**src/rtl/prewish5k_mask_scheduler_if.sv**
```systemverilog
// Strobe/data bus used on both sides of the mask scheduler:
// user requests on the way in, mentor writes on the way out.
interface prewish5k_mask_scheduler_if;
  logic       stb;
  logic [7:0] dat;

  modport master (output stb, dat);
  modport slave  (input  stb, dat);
endinterface

```
**src/rtl/prewish5k_mask_scheduler.sv**
```systemverilog
// Arbitrates user and playlist-replay mask writes toward the mentor and
// enforces a minimum idle gap between successive mentor strobes.
module prewish5k_mask_scheduler #(
  parameter int unsigned DWELL_BITS = 23,
  parameter int unsigned GAP_CYCLES = 4,
  parameter int unsigned ALIVE_BITS = 22
) (
  input  logic                              CLK_I,
  input  logic                              RST_I,
  prewish5k_mask_scheduler_if.slave         usr,
  prewish5k_mask_scheduler_if.master        mnt,
  input  logic                              i_auto,
  input  logic                              i_clear,
  output logic [2:0]                        o_count,
  output logic                              o_alive
);

  localparam int unsigned GAP_W    = (GAP_CYCLES < 2) ? 1 : $clog2(GAP_CYCLES);
  localparam int unsigned SLOTS    = 4;
  localparam int unsigned PTR_W    = 2;
  localparam int unsigned CNT_W    = 3;
  localparam int unsigned MASK_W   = 8;

  typedef enum logic [1:0] {
    S_IDLE  = 2'd0,
    S_ISSUE = 2'd1,
    S_GAP   = 2'd2
  } state_e;

  state_e                  state_q, state_d;
  logic [GAP_W-1:0]        gap_q, gap_d;

  logic [MASK_W-1:0]       slot_q [SLOTS];
  logic [CNT_W-1:0]        count_q;
  logic [PTR_W-1:0]        wr_ptr_q;
  logic [PTR_W-1:0]        play_ptr_q;
  logic                    user_pend_q;
  logic [MASK_W-1:0]       user_dat_q;
  logic                    auto_pend_q;
  logic [DWELL_BITS-1:0]   dwell_q;
  logic [ALIVE_BITS-1:0]   alive_q;
  logic                    stb_q;
  logic [MASK_W-1:0]       dat_q;

  logic                    tick_c;
  logic                    user_req_c;
  logic [MASK_W-1:0]       user_dat_c;
  logic                    auto_req_c;
  logic                    decide_c;
  logic                    issue_user_c;
  logic                    issue_auto_c;
  logic [CNT_W-1:0]        count_base_c;
  logic [PTR_W-1:0]        wr_base_c;
  logic [CNT_W-1:0]        play_inc_c;

  assign tick_c       = i_auto && (&dwell_q);
  assign user_req_c   = usr.stb || user_pend_q;
  assign user_dat_c   = usr.stb ? usr.dat : user_dat_q;
  // A clear in the deciding cycle empties the playlist, so it also vetoes replay.
  assign auto_req_c   = i_auto && !i_clear && (count_q != CNT_W'(0)) && (auto_pend_q || tick_c);
  assign count_base_c = i_clear ? CNT_W'(0) : count_q;
  assign wr_base_c    = i_clear ? PTR_W'(0) : wr_ptr_q;
  assign play_inc_c   = CNT_W'(play_ptr_q) + CNT_W'(1);

  // State register
  always_ff @(posedge CLK_I) begin
    if (RST_I) begin
      state_q <= S_IDLE;
      gap_q   <= '0;
    end else begin
      state_q <= state_d;
      gap_q   <= gap_d;
    end
  end

  // Next state; the last gap cycle can launch the next issue directly
  always_comb begin
    state_d      = state_q;
    gap_d        = gap_q;
    decide_c     = 1'b0;
    issue_user_c = 1'b0;
    issue_auto_c = 1'b0;
    case (state_q)
      S_IDLE:  decide_c = 1'b1;
      S_ISSUE: begin
        state_d = S_GAP;
        gap_d   = GAP_W'(GAP_CYCLES - 1);
      end
      S_GAP: begin
        if (gap_q == GAP_W'(0)) begin
          decide_c = 1'b1;
          state_d  = S_IDLE;
        end else begin
          gap_d = gap_q - GAP_W'(1);
        end
      end
      default: state_d = S_IDLE;
    endcase
    if (decide_c) begin
      issue_user_c = user_req_c;
      issue_auto_c = !user_req_c && auto_req_c;
      if (issue_user_c || issue_auto_c) state_d = S_ISSUE;
    end
  end

  // Request flags, pointers, counters and mentor outputs
  always_ff @(posedge CLK_I) begin
    if (RST_I) begin
      count_q     <= '0;
      wr_ptr_q    <= '0;
      play_ptr_q  <= '0;
      user_pend_q <= 1'b0;
      user_dat_q  <= '0;
      auto_pend_q <= 1'b0;
      dwell_q     <= '0;
      alive_q     <= '0;
      stb_q       <= 1'b0;
      dat_q       <= '0;
    end else begin
      alive_q <= alive_q + ALIVE_BITS'(1);
      stb_q   <= issue_user_c || issue_auto_c;

      if (issue_user_c)      dat_q <= user_dat_c;
      else if (issue_auto_c) dat_q <= slot_q[play_ptr_q];

      if (issue_user_c)  user_pend_q <= 1'b0;
      else if (usr.stb)  user_pend_q <= 1'b1;
      if (usr.stb)       user_dat_q  <= usr.dat;

      if (!i_auto || i_clear || issue_auto_c)         auto_pend_q <= 1'b0;
      else if (tick_c && (count_q != CNT_W'(0)))      auto_pend_q <= 1'b1;

      if (!i_auto || issue_user_c) dwell_q <= '0;
      else                         dwell_q <= dwell_q + DWELL_BITS'(1);

      if (i_clear)           play_ptr_q <= '0;
      else if (issue_auto_c) play_ptr_q <= (play_inc_c >= count_q) ? PTR_W'(0) : play_inc_c[PTR_W-1:0];

      count_q  <= count_base_c;
      wr_ptr_q <= wr_base_c;
      if (usr.stb) begin
        count_q  <= (count_base_c == CNT_W'(SLOTS)) ? CNT_W'(SLOTS) : count_base_c + CNT_W'(1);
        wr_ptr_q <= wr_base_c + PTR_W'(1);
      end
    end
  end

  // Playlist storage; o_count decides which slots are meaningful
  always_ff @(posedge CLK_I) begin
    if (usr.stb) slot_q[wr_base_c] <= usr.dat;
  end

  assign mnt.stb = stb_q;
  assign mnt.dat = dat_q;
  assign o_count = count_q;
  assign o_alive = alive_q[ALIVE_BITS-1];

endmodule

```
**src/flat_wrapper.sv**
```systemverilog
// flat-port wrapper written by rule: the top's interface ports become plain ports
module prewish5k_mask_scheduler_flat 
#(
  parameter int unsigned DWELL_BITS = 23,
  parameter int unsigned GAP_CYCLES = 4,
  parameter int unsigned ALIVE_BITS = 22
)
  (CLK_I, RST_I, i_auto, i_clear, o_count, o_alive, usr_stb, usr_dat, mnt_stb, mnt_dat);
  prewish5k_mask_scheduler_if usr_i ();
  prewish5k_mask_scheduler_if mnt_i ();
  input  logic CLK_I;
  input  logic RST_I;
  input  logic i_auto;
  input  logic i_clear;
  output logic [2:0] o_count;
  output logic o_alive;
  input wire logic [$bits(usr_i.stb)-1:0] usr_stb;
  input wire logic [$bits(usr_i.dat)-1:0] usr_dat;
  output wire logic [$bits(mnt_i.stb)-1:0] mnt_stb;
  output wire logic [$bits(mnt_i.dat)-1:0] mnt_dat;
  assign usr_i.stb = usr_stb;
  assign usr_i.dat = usr_dat;
  assign mnt_stb = mnt_i.stb;
  assign mnt_dat = mnt_i.dat;
  prewish5k_mask_scheduler #(.DWELL_BITS(DWELL_BITS), .GAP_CYCLES(GAP_CYCLES), .ALIVE_BITS(ALIVE_BITS)) u_core (.CLK_I(CLK_I), .RST_I(RST_I), .usr(usr_i), .mnt(mnt_i), .i_auto(i_auto), .i_clear(i_clear), .o_count(o_count), .o_alive(o_alive));
endmodule
```
**config.mk**
```make
export PLATFORM = sky130hd
export DESIGN_NAME = prewish5k_mask_scheduler_flat
export DESIGN_NICKNAME = d
export VERILOG_FILES = /design/src/rtl/prewish5k_mask_scheduler_if.sv /design/src/rtl/prewish5k_mask_scheduler.sv /design/src/flat_wrapper.sv
export SDC_FILE = /design/constraint.sdc
export NUM_CORES = 1
export LEC_CHECK = 0
export CORE_AREA = 2 2 126 128
export DETAILED_ROUTE_END_ITERATION = 7
export DIE_AREA = 0 0 128 130
export DONT_BUFFER_PORTS = 1
export PLACE_DENSITY = 0.52
export SYNTH_ARGS = -nofsm -noshare
export SYNTH_HDL_FRONTEND = slang
export SYNTH_SLANG_ARGS = --single-unit
```
**constraint.sdc**
```tcl
create_clock -name CLK_I -period 1.8 [get_ports CLK_I]
set_input_delay 0.09 -clock CLK_I [delete_from_list [all_inputs] [get_ports CLK_I]]
set_output_delay 0.09 -clock CLK_I [all_outputs]
set_load 0.05 [all_outputs]
```
After elaboration in Yosys (flattened, before gate mapping). Memory sizes are Yosys's and may differ from the RTL's. A register that Yosys moved wholly into a read port is not among the register bits. Index checks and enable logic that the tools add are counted.

$add $sub $neg: 6. $lt $le $gt $ge: 1. Equality and inequality tests: 4. Mux-type cells: 23. Reduce and logical (&&, ||, !) cells: 27.

Operator list (count): 2-to-1 mux 8 bit (3); adder 23 x 1 -> 23 bit, second input constant (1); AND reduction 23 bit (1); adder 22 x 1 -> 22 bit, second input constant (1); 2-to-1 mux 2 bit (9); 2-to-1 mux 3 bit (3); OR reduction 2 bit (4); logical OR 1 bit (7); logical AND 1 bit (6); case mux 2 bit (3 select lines) (1); 2-to-1 mux 1 bit (5); zero test 2 bit (2); case mux 2 bit (2 select lines) (1); nonzero test 2 bit (2); adder 2 x 1 -> 3 bit, second input constant (1); adder 3 x 1 -> 3 bit, second input constant (1); == test 3 bit, second input constant (1); >= comparator 3 bit (1); zero test 1 bit (3); nonzero test 3 bit (1); adder 2 x 1 -> 2 bit, second input constant (1); == test 2 x 1 -> 1 bit, second input constant (1); == test 2 bit, second input constant (1); inequality test 2 bit, second input constant (1); 3 further kinds (3).

Flip-flop bits (word level): 75. RAM bits: 32. Bits of input ports: 13. Output and inout bits: 13. Logic and storage cells: 74. Memories: 1.

Memory list: u_core.slot_q (words 4, width 8, read ports 1, clocked after memory_dff 1, write ports 1, line prewish5k_mask_scheduler.sv:33) `logic [MASK_W-1:0] slot_q [SLOTS];`.

Depth between registers and ports, before layout. Gate-level depths: netlist of the first run.

Depth after elaboration: 8. Gate-level depth with buffers: 9. Mapped depth without buffers: 7.

Worst setup path before layout of the first run. OpenSTA, ideal clock, no wires.

Path type: register to register. From: register u_core.count_q[2], in the netlist u_core.o_count[2]. To: register u_core.dat_q[7], in the netlist u_core.mnt.dat[7]. Data arrival time: 1634 ps. Slack: 47 ps. Cell stages (with the launch flop): 6. Buffers on the path: 0. Cell sequence: dfxtp_1 o31ai_1 nor4_1 and2_1 nand2_2 o221a_1.

Cells in the longest elaborated chain, start to end: 6.

Ends and longest elaborated chain: start: declaration (line prewish5k_mask_scheduler.sv:34) `logic [CNT_W-1:0] count_q;`; start signal: assignment (line prewish5k_mask_scheduler.sv:139) `count_q <= count_base_c;`; start signal: assignment (line prewish5k_mask_scheduler.sv:142) `count_q <= (count_base_c == CNT_W'(SLOTS)) ? CNT_W'(SLOTS) : count_base_c + CNT_W'(1);`; nonzero test 3 bit (line prewish5k_mask_scheduler.sv:60) `assign auto_req_c = i_auto && !i_clear && (count_q != CNT_W'(0)) && (auto_pend_q || tick_c);`; logical AND 1 bit (2 in series) (line prewish5k_mask_scheduler.sv:60); logical AND 1 bit (line prewish5k_mask_scheduler.sv:101) `issue_auto_c = !user_req_c && auto_req_c;`; 2-to-1 mux 1 bit (line prewish5k_mask_scheduler.sv:99) `if (decide_c) begin`; nonzero test 2 bit (no line); end signal: assignment (line prewish5k_mask_scheduler.sv:123) `if (issue_user_c) dat_q <= user_dat_c;`; end signal: assignment (line prewish5k_mask_scheduler.sv:124) `else if (issue_auto_c) dat_q <= slot_q[play_ptr_q];`; end: declaration (line prewish5k_mask_scheduler.sv:43) `logic [MASK_W-1:0] dat_q;`.

Every way passes these cells. A chain may end at the register's enable or synchronous reset.

Final worst setup path of the first run.
From: register u_core.dwell_q[12]. To: register u_core.dat_q[6], in the netlist u_core.mnt.dat[6].

Cells in the longest elaborated chain, start to end: 7.

Ends and longest elaborated chain: start: declaration (line prewish5k_mask_scheduler.sv:40) `logic [DWELL_BITS-1:0] dwell_q;`; start signal: assignment (line prewish5k_mask_scheduler.sv:134) `else dwell_q <= dwell_q + DWELL_BITS'(1);`; AND reduction 23 bit (line prewish5k_mask_scheduler.sv:56) `assign tick_c = i_auto && (&dwell_q);`; logical AND 1 bit (line prewish5k_mask_scheduler.sv:56); logical OR 1 bit (line prewish5k_mask_scheduler.sv:60); logical AND 1 bit (line prewish5k_mask_scheduler.sv:60); logical AND 1 bit (line prewish5k_mask_scheduler.sv:101); 2-to-1 mux 1 bit (line prewish5k_mask_scheduler.sv:99); nonzero test 2 bit (no line).

Every way passes these cells.

==> reports/qor.txt, run 1 <==
Period minus WS final - 1.71 ns
Routed len/inst - 14.0 microns
Final #Nets - 483
Max-Cap Viols - 0
Inst Count DP - 618
Initial Utilization - 0.291
Netlist cell types - 38
Sequential fraction of the synthesis area - 0.558
Die H - 130 microns
Top FF cell, synth - dfxtp_1
Setup TNS Final - 0 ns
CP startpoint kind - flop
Number of H-tree levels - 3
Synthesized net count - 439
Clock Skew - 0.00687 ns
Diodes inserted - 0
Drt first-iter violations - 84
Worst-Skew Late Latency - 0.35 ns
RSZ-0062 raised after global routing - no
Fmax - 586 MHz
Worst Max-Slew Pin Slew - 0.567 ns
Drt drc - 0
Pwr Total - 5.07 mW
Synth warnings - 0
Slew Viols, Final - 0
Final period util - 0.948
Post-synth EDFFs - 32
Synth top cells by count - dfxtp_1, nor2_1, edfxtp_1
Final wirelength - 9.15 mm
Crit. End Element - flop
Yosys reg bits - 109
Initial antenna violation count - 0
Outcome - completed
# IOs - 26
Number of global-route vias before repair - 3043
Slew headroom - 0.619
Core Area - 15400 sq um
Leak pwr - 1.98 nW
CTS Buffer Depth - 2
CTS tree - built
Final Hold Vio Count - 0
Clk root buf - clkbuf_16
Hpwl dp - 6.05 mm
DIE WIDTH - 128 microns
Synth-to-layout area growth - 20.7%
Setup Buffers After CTS - 0
Fraction of registers with async set/reset - 0
Via count - 3067
Synth top area share - 0.343
Total global-route track usage - 0.116
Via density - 4.69
Most frequent cell after synthesis - dfxtp_1
Pwr dens - 936 nW/um^2
Final Core Density - 0.351
Pin count of the biggest net entering global routing - 52
Crit path max fanout - 10
Fraction of layout cells with a size suffix above 1 - 0.139
Finish-stage setup viols - 0
CP required - 2.05 ns
First-pass GRT wire length - 14.8 mm
Routed Antenna Nets - 0
Worst hold margin - 0.0532 ns
Congestion Overflow GR - 0
WS Path Type - reg2reg
Post-route non-filler standard cell count - 654
Final GP Congestion - 0.782
Clock Pin Slew Worst Setup and Hold Paths - 0.07 ns
Row count - 46
Hold Path Class - in2reg
CTS sink cnt - 109
DIE AREA - 16600 sq um
Synth area leader - dfxtp_1
Mapped cell area - 4490 sq um
Number of buffers created by CTS - 9
Largest cells by area after synthesis - dfxtp_1, edfxtp_1, nor2_1
Worst ir drop on vdd - 0.654 mV
Port Buffers - 0
Worst path arrival time - 1.95 ns
Cells after Synth - 413
Drt first pass iters - 4
Syn_area_per_cell - 10.9 sq um
[worst max-delay path, stage by stage (launching register included)]
cell	delay, ns
dfxtp_1	0.34
and3_1	0.21
and3_4	0.21
a41o_1	0.28
a21o_2	0.29
o221a_1	0.27
[cell usage in the layout (no fill, tap or decap), types with 16 or more instances in the layout]
| cell | n |
|---|---|
| xnor2_1 | 17 |
| a21oi_1 | 16 |
| edfxtp_1 | 32 |
| buf_4 | 29 |
| xor2_1 | 24 |
| dlygate4sd3_1 | 19 |
| nand2_1 | 19 |
| dfxtp_1 | 77 |
| nor2_1 | 75 |
| nand3_1 | 19 |
[per-layer routing]
metal	global-route usage	vias to the layer above	wire [microns]
li1	-	1523	-
met1	0.141	1489	4290
met2	0.198	42	4470
met3	0.0250	13	226
met4	0.0524	0	174
met5	0	-	0
[state kept, by name, summed over array words and instances (netlist names), named ones only]
signal	flops
u_core.play_ptr_q	2
u_core.auto_pend_q	1
u_core.alive_q	22
u_core.o_count	3
u_core.user_pend_q	1
u_core.user_dat_q	8
u_core.mnt.dat	8
u_core.wr_ptr_q	2
u_core.gap_q	2
u_core.state_q	2
u_core.dwell_q	23
u_core.slot_q	32
u_core.mnt.stb	1
[per-stage QoR]
step	area, sq um	setup WS, ns
2_1_floorplan	4490	0.0471
3_3_place_gp	4880	0.0874
3_5_place_dp	4880	0.0193
4_1_cts	5400	0.0465
5_1_grt	5420	0.0140
6_report	5420	0.0928
[path summary, 6_finish.rpt]
check / from / to / slack [ns] / depth (start not counted)
worst max-delay path: u_core.dwell_q[12] / u_core.mnt.dat[6] / 0.09 / 5
worst min-delay path: RST_I / u_core.alive_q[7] / 0.05 / 2
worst max register to register: u_core.dwell_q[12] / u_core.mnt.dat[6] / 0.09 / 5
worst min register to register: u_core.alive_q[0] / u_core.alive_q[0] / 0.46 / 1
[logic make-up after synthesis]
kind of cell / after synthesis / synth area share
muxes: 19 / 0.0647
and+or+nand+nor: 168 / 0.180
buffers and inverters: 30 / 0.0293
AOI/OAI and AO/OA: 33 / 0.0527
xor gates and xnor gates: 41 / 0.0800
DFF: 109 / 0.558
adders and majority gates: 13 / 0.0362
[power breakdown]
group	switching (mW)	total, mW	internal (mW)
sequential	0.0461	2.65	2.60
combinational	0.251	0.421	0.170
clock	0.915	2.00	1.09
[area by class of cell]
| class | instances | area [sq um] |
|---|---|---|
| flip-flops and latches | 109 | 2500 |
| clock inverters | 7 | 75.1 |
| multi-input cells | 274 | 1880 |
| repair buffers | 50 | 448 |
| inverters | 13 | 48.8 |
| fillers | 1562 | 10000 |
| clock buffers | 9 | 225 |
| well taps | 192 | 240 |
[timing repair]
item	4_1_cts	5_1_grt
hold buffers	20	0
setup endpoints to repair	1	34
gates resized for setup	1	5
endpoints found under the hold margin	87	0
Note: power is estimated with default switching activity, not from simulation.
==> run 2: changes to the inputs <==
--- a/config.mk
+++ b/config.mk
@@ -9,6 +9,7 @@
 export DETAILED_ROUTE_END_ITERATION = 7
 export DIE_AREA = 0 0 128 130
 export DONT_BUFFER_PORTS = 1
+export HOLD_SLACK_MARGIN = 0.08
 export PLACE_DENSITY = 0.52
 export SYNTH_ARGS = -nofsm -noshare
 export SYNTH_HDL_FRONTEND = slang
==> run 2 against run 1 <==
Compared with the run above:
- largest cell class unchanged
- power is 0.15% higher
- critical endpoint is now u_core.mnt.dat[0]
- largest power group unchanged
- cell count is 0.15% higher
- design area is 0.18% higher
==> reports/qor.txt, run 2 (same netlist as run 1, synthesis figures left out) <==
Worst path arrival time - 1.95 ns (about the same)
Worst-Skew Late Latency - 0.35 ns (about the same)
Clk root buf - clkbuf_16
DIE WIDTH - 128 microns (unchanged)
Die H - 130 microns (unchanged)
Routed len/inst - 14.0 microns (-0.31%)
Final #Nets - 484 (+0.21%)
Post-place setup slack - 0.0193 ns (unchanged)
Commonest non-fill, non-tap cell in the layout - dfxtp_1
Setup TNS Final - 0 ns (unchanged)
Congestion Overflow GR - 0 (unchanged)
Most frequent cells in the layout - dfxtp_1, nor2_1, edfxtp_1
Multi-input gate area - 1880 sq um (unchanged)
Worst ir drop on vdd - 0.651 mV (-0.43%)
Crit. End Element - flop
First-pass GRT wire length - 14.9 mm (+0.56%)
Initial antenna violation count - 0 (unchanged)
Total global-route track usage - 0.116 (+0.000351)
Core Area - 15400 sq um (unchanged)
Period minus WS final - 1.70 ns (-0.00770 ns)
Clock Skew - 0.00578 ns (-0.00110 ns)
Routed Antenna Nets - 0 (unchanged)
Final GP Congestion - 0.782 (unchanged)
Clock Pin Slew Worst Setup and Hold Paths - 0.07 ns (about the same)
DIE AREA - 16600 sq um (unchanged)
Port Buffers - 0 (unchanged)
Hold Path Class - in2reg
RSZ-0062 raised after global routing - no
Worst setup margin - 0.101 ns (+0.00770 ns)
Pin count of the biggest net entering global routing - 52 (unchanged)
Fill cells - 1562 (unchanged)
Finish-stage setup viols - 0 (unchanged)
CTS Buffer Depth - 2 (unchanged)
Hpwl dp - 6.05 mm (unchanged)
Pwr dens - 935 nW/um^2 (about the same)
Setup Buffers After CTS - 0 (unchanged)
Slew headroom - 0.641 (+0.0227)
Drt first-iter violations - 102 (+21%)
Worst Max-Slew Pin Slew - 0.536 ns (-0.0309 ns)
Via count - 3075 (+0.26%)
Pwr Total - 5.08 mW (+0.15%)
Drt first pass iters - 4 (unchanged)
Row count - 46 (unchanged)
Synth-to-layout area growth - 20.9%
CP startpoint kind - flop
Via density - 4.69 (+0.11%)
Slew Viols, Final - 0 (unchanged)
Number of global-route vias before repair - 3054 (+0.36%)
Final wirelength - 9.14 mm (-0.15%)
Final period util - 0.944 (-0.00428)
Top Registers - u_core.slot_q (32), u_core.dwell_q (23), u_core.alive_q (22)
Initial Utilization - 0.291 (unchanged)
Fraction of layout cells with a size suffix above 1 - 0.138 (-0.000299)
Outcome - completed
CTS sink cnt - 109 (unchanged)
# IOs - 26 (unchanged)
Number of H-tree levels - 3 (unchanged)
WS Path Type - reg2reg
Crit path max fanout - 10 (unchanged)
Storage cell area - 2500 sq um (unchanged)
Diodes inserted - 0 (unchanged)
Leak pwr - 1.98 nW (+0.37%)
Number of buffers created by CTS - 9 (unchanged)
Final Hold Vio Count - 0 (unchanged)
Max-Cap Viols - 0 (unchanged)
Largest Register - u_core.slot_q
Fmax - 588 MHz (+0.45%)
CP required - 2.05 ns (about the same)
CTS tree - built
Drt drc - 0 (unchanged)
Max reg flops - 32 (unchanged)
==> run 2: path summary, 6_finish.rpt <==
check | startpoint | to | slack, ns | depth (start not counted)
min reg2reg | u_core.gap_q[0] | u_core.gap_q[0] | 0.49 | 2
max | u_core.dwell_q[12] | u_core.mnt.dat[0] | 0.10 | 5
max reg2reg | u_core.dwell_q[12] | u_core.mnt.dat[0] | 0.10 | 5
min | i_clear | u_core.o_count[1] | 0.11 | 4
==> run 2: cell type report <==
type,count,area share
clock inverters,7,0.0138
flip-flops and latches,109,0.461
well taps,192,0.0443
inverters,13,0.00899
repair buffers,51,0.0844
clock buffers,9,0.0415
multi-input cells,274,0.346
==> run 2: stage by stage <==
| stage | cells | utilization | hold WS, ns | cell area (sq um) |
|---|---|---|---|---|
| after floorplan | 413 | - | 0.189 | 4490 |
| after global placement | 618 | 0.317 | 0.180 | 4880 |
| after detailed placement | 618 | 0.317 | 0.182 | 4880 |
| after CTS | 655 | 0.350 | 0.0919 | 5410 |
| after global routing | 655 | 0.352 | 0.144 | 5430 |
| final | 655 | 0.352 | 0.109 | 5430 |
==> run 2: routing by layer <==
metal  share of wire  track usage  vias up
met4           0.019       0.0524        0
li1                -            -     1527
met1            0.47        0.142     1492
met5               0            0        -
met2            0.48        0.198       43
met3           0.026       0.0246       13
==> run 2: timing repair <==
item / 4_1_cts / 5_1_grt
hold buffers: 21 / 0
endpoints found under the setup margin: 1 / 34
endpoints found under the hold margin: 97 / 0
resized for setup: 1 / 5
==> run 2: report_power, final <==
group          total, mW  internal [mW]  switching (mW)
Clock               2.00           1.09           0.917
Sequential          2.65           2.60          0.0463
Combinational      0.426          0.173           0.254
==> run 2: worst max-delay path: stages, from the launching register on <==
cell and delay, ns:
dfxtp_1 0.34, and3_1 0.22, and3_4 0.21, a41o_1 0.28
a21o_2 0.29, o221a_1 0.26
==> run 3: changes to the inputs <==
--- a/config.mk
+++ b/config.mk
@@ -5,12 +5,13 @@
 export SDC_FILE = /design/constraint.sdc
 export NUM_CORES = 1
 export LEC_CHECK = 0
-export CORE_AREA = 2 2 126 128
+export CORE_AREA = 2 2 89 91
+export CTS_CLUSTER_DIAMETER = 120
 export DETAILED_ROUTE_END_ITERATION = 7
-export DIE_AREA = 0 0 128 130
+export DIE_AREA = 0 0 91 93
 export DONT_BUFFER_PORTS = 1
 export HOLD_SLACK_MARGIN = 0.08
-export PLACE_DENSITY = 0.52
+export PLACE_DENSITY_LB_ADDON = 0.25
 export SYNTH_ARGS = -nofsm -noshare
 export SYNTH_HDL_FRONTEND = slang
 export SYNTH_SLANG_ARGS = --single-unit
==> run 3 against run 2 <==
Compared with the run above:
- critical path depth rose by 1
- count of clock-buffer cells in the layout rose by 1
- register-to-register slack got worse by 0.05 ns
- die area fell by 49%
- worst setup slack got worse by 0.054 ns
- via count fell by 1.8%
- non-clock buffer count fell by 3
- critical path type unchanged
- critical endpoint is now u_core.mnt.dat[7]
==> reports/qor.txt, run 3 (same netlist as run 1, synthesis figures left out) <==
Outcome - completed
Initial antenna violation count - 0 (unchanged)
Largest Register - u_core.slot_q
Synth-to-layout area growth - 15.6%
Period minus WS final - 1.75 ns (+0.0536 ns)
Hold Path Class - in2reg
Routed Antenna Nets - 0 (unchanged)
Core Area - 7530 sq um (-51%)
Initial Utilization - 0.596 (+0.305)
Via density - 5.37 (+14%)
Number of global-route vias before repair - 3006 (-1.6%)
Final Core Density - 0.689 (+0.338)
Max-Cap Viols - 0 (unchanged)
Clock Pin Slew Worst Setup and Hold Paths - 0.10 ns (+0.03 ns)
DP Area - 4730 sq um (-3.2%)
Worst ir drop on vdd - 0.720 mV (+11%)
CP max-delay cell - dfxtp_1
Net Sw Frac - 0.256 (+0.0159)
Number of H-tree levels - 3 (unchanged)
CTS sink cnt - 109 (unchanged)
Worst setup startpoint - u_core.dwell_q[1]
Fill cells - 572 (-63%)
Combinational share of power - 0.095 (+0.011)
CP startpoint kind - flop
Leak pwr - 1.92 nW (-3.0%)
Pin count of the biggest net entering global routing - 52 (unchanged)
Pwr dens - 856 nW/um^2 (-8.5%)
CTS Buffer Depth - 2 (unchanged)
Pwr Total - 4.44 mW (-12%)
First-pass GRT wire length - 13.8 mm (-6.9%)
Commonest non-fill, non-tap cell in the layout - dfxtp_1
Port Buffers - 0 (unchanged)
WS Path Type - reg2reg
Slew headroom - 0.617 (-0.0247)
Clock Power Share - 0.309 (-0.086)
RSZ-0062 raised after global routing - yes
Top Registers - u_core.slot_q (32), u_core.dwell_q (23), u_core.alive_q (22)
Drt first-iter violations - 138 (+35%)
Diodes inserted - 0 (unchanged)
Drt drc - 0 (unchanged)
Worst path arrival time - 2.01 ns (+0.06 ns)
Finish-stage setup viols - 0 (unchanged)
Fraction of layout cells with a size suffix above 1 - 0.124 (-0.0143)
Clk root buf - clkbuf_8
Inst Count DP - 522 (-16%)
Buf/Inv on CP - 0 (unchanged)
Slew Viols, Final - 0 (unchanged)
Final #Nets - 481 (-0.62%)
Final period util - 0.974 (+0.0298)
Top delay family on crit path - compound AO/OA/AOI/OAI gates
R2R setup slack - 0.05 ns (-0.05 ns)
DIE AREA - 8460 sq um (-49%)
Worst setup margin - 0.0469 ns (-0.0536 ns)
Final instance area - 5190 sq um (-4.4%)
Hpwl dp - 5.46 mm (-9.7%)
Max reg flops - 32 (unchanged)
Worst reg2reg endpoint - u_core.mnt.dat[7]
Crit path to - u_core.mnt.dat[7]
Via count - 3020 (-1.8%)
Worst r2r src - u_core.dwell_q[1]
CTS tree - built
Part of the power in registers - 0.596 (+0.075)
# IOs - 26 (unchanged)
Die H - 93 microns (-28%)
Final wirelength - 8.35 mm (-8.7%)
Post-route non-filler standard cell count - 562 (-14%)
Crit. End Element - flop
Congestion Overflow GR - 0 (unchanged)
Psw - 1.14 mW (-6.6%)
Most frequent cells in the layout - dfxtp_1, nor2_1, edfxtp_1
Setup Buffers After CTS - 0 (unchanged)
Routed len/inst - 14.9 microns (+6.4%)
Levels on crit path - 6 (+1)
Worst Reg-to-Reg Cells - 6 (+1)
Clock Skew - 0.00999 ns (+0.00422 ns)
Worst-Skew Late Latency - 0.36 ns (about the same)
Number of buffers created by CTS - 9 (unchanged)
Total global-route track usage - 0.209 (+0.0923)
Row count - 32 (-30%)
DIE WIDTH - 91 microns (-29%)
Worst-path cell chain - ha_1, nand3_1, nor4_1, a41o_1, nand2_4, o221a_1
CP required - 2.06 ns (about the same)
Post-place setup slack - 0.0159 ns (-0.00332 ns)
Worst hold margin - 0.140 ns (+0.0306 ns)
Drt first pass iters - 4 (unchanged)
Final Hold Vio Count - 0 (unchanged)
Crit path max fanout - 10 (unchanged)
Worst Max-Slew Pin Slew - 0.574 ns (+0.0381 ns)
Fmax - 570 MHz (-3.1%)
CP max stage delay - 0.39 ns (+0.05 ns)
Final GP Congestion - 0.829 (+6.0%)
Setup TNS Final - 0 ns (unchanged)
P_int - 3.31 mW (-14%)
## run 3: cell count changes in the layout (fill, tap and decap cells not counted), sizes merged
cell / before / now
clkbuf: 9 / 10
bufinv: 1 / 0
inv: 14 / 17
clkinv: 4 / 1
dlygate4sd3: 20 / 23
buf: 31 / 25
## run 3: worst min path at each step
stage / from / endpoint / slack (ns) / cells after the start
detailed placement: RST_I / u_core.alive_q[0] / 0.17 / 1
finish: usr_stb / u_core.mnt.dat[6] / 0.14 / 3
global route: usr_stb / u_core.mnt.dat[6] / 0.15 / 3
CTS: usr_stb / u_core.mnt.dat[6] / 0.11 / 3
floorplan: usr_dat[0] / u_core.slot_q[0][0] / 0.19 / 0
global placement: RST_I / u_core.alive_q[10] / 0.17 / 1
## run 3: tightest hold or removal path, stage by stage
cell and delay [ns]:
mux2i_1 0.07, a21oi_1 0.15, o221a_1 0.16
## run 3: cell type report
cell class / instances / area, sq um / area share
Sequential cell: 109 / 2500 / 0.482
Multi-Input combinational cell: 274 / 1890 / 0.364
Timing Repair Buffer: 48 / 443 / 0.0853
Clock buffer: 10 / 128 / 0.0246
Tap cell: 102 / 128 / 0.0246
Clock inverter: 6 / 53.8 / 0.0104
Inverter: 13 / 48.8 / 0.00940
## run 3: metal layers
layer | track usage | up-vias | share of wire
li1 | - | 1513 | -
met1 | 0.264 | 1439 | 0.45
met2 | 0.346 | 58 | 0.48
met3 | 0.0596 | 10 | 0.059
met4 | 0.0694 | 0 | 0.012
met5 | 0 | - | 0
## run 3: power groups by stage
stage	sequential [mW]	clock (mW)	combinational, mW
after floorplan	2.78	0	0.185
after global placement	2.70	0	0.321
after detailed placement	2.71	0	0.329
after CTS	2.65	1.41	0.415
after global routing	2.66	1.51	0.459
final	2.65	1.37	0.424
## run 3: what timing repair did
action,4_1_cts,5_1_grt
hold buffers,24,0
resized for setup,1,6
endpoints found under the setup margin,4,13
gates cloned,0,0
hold endpoints to repair,109,0
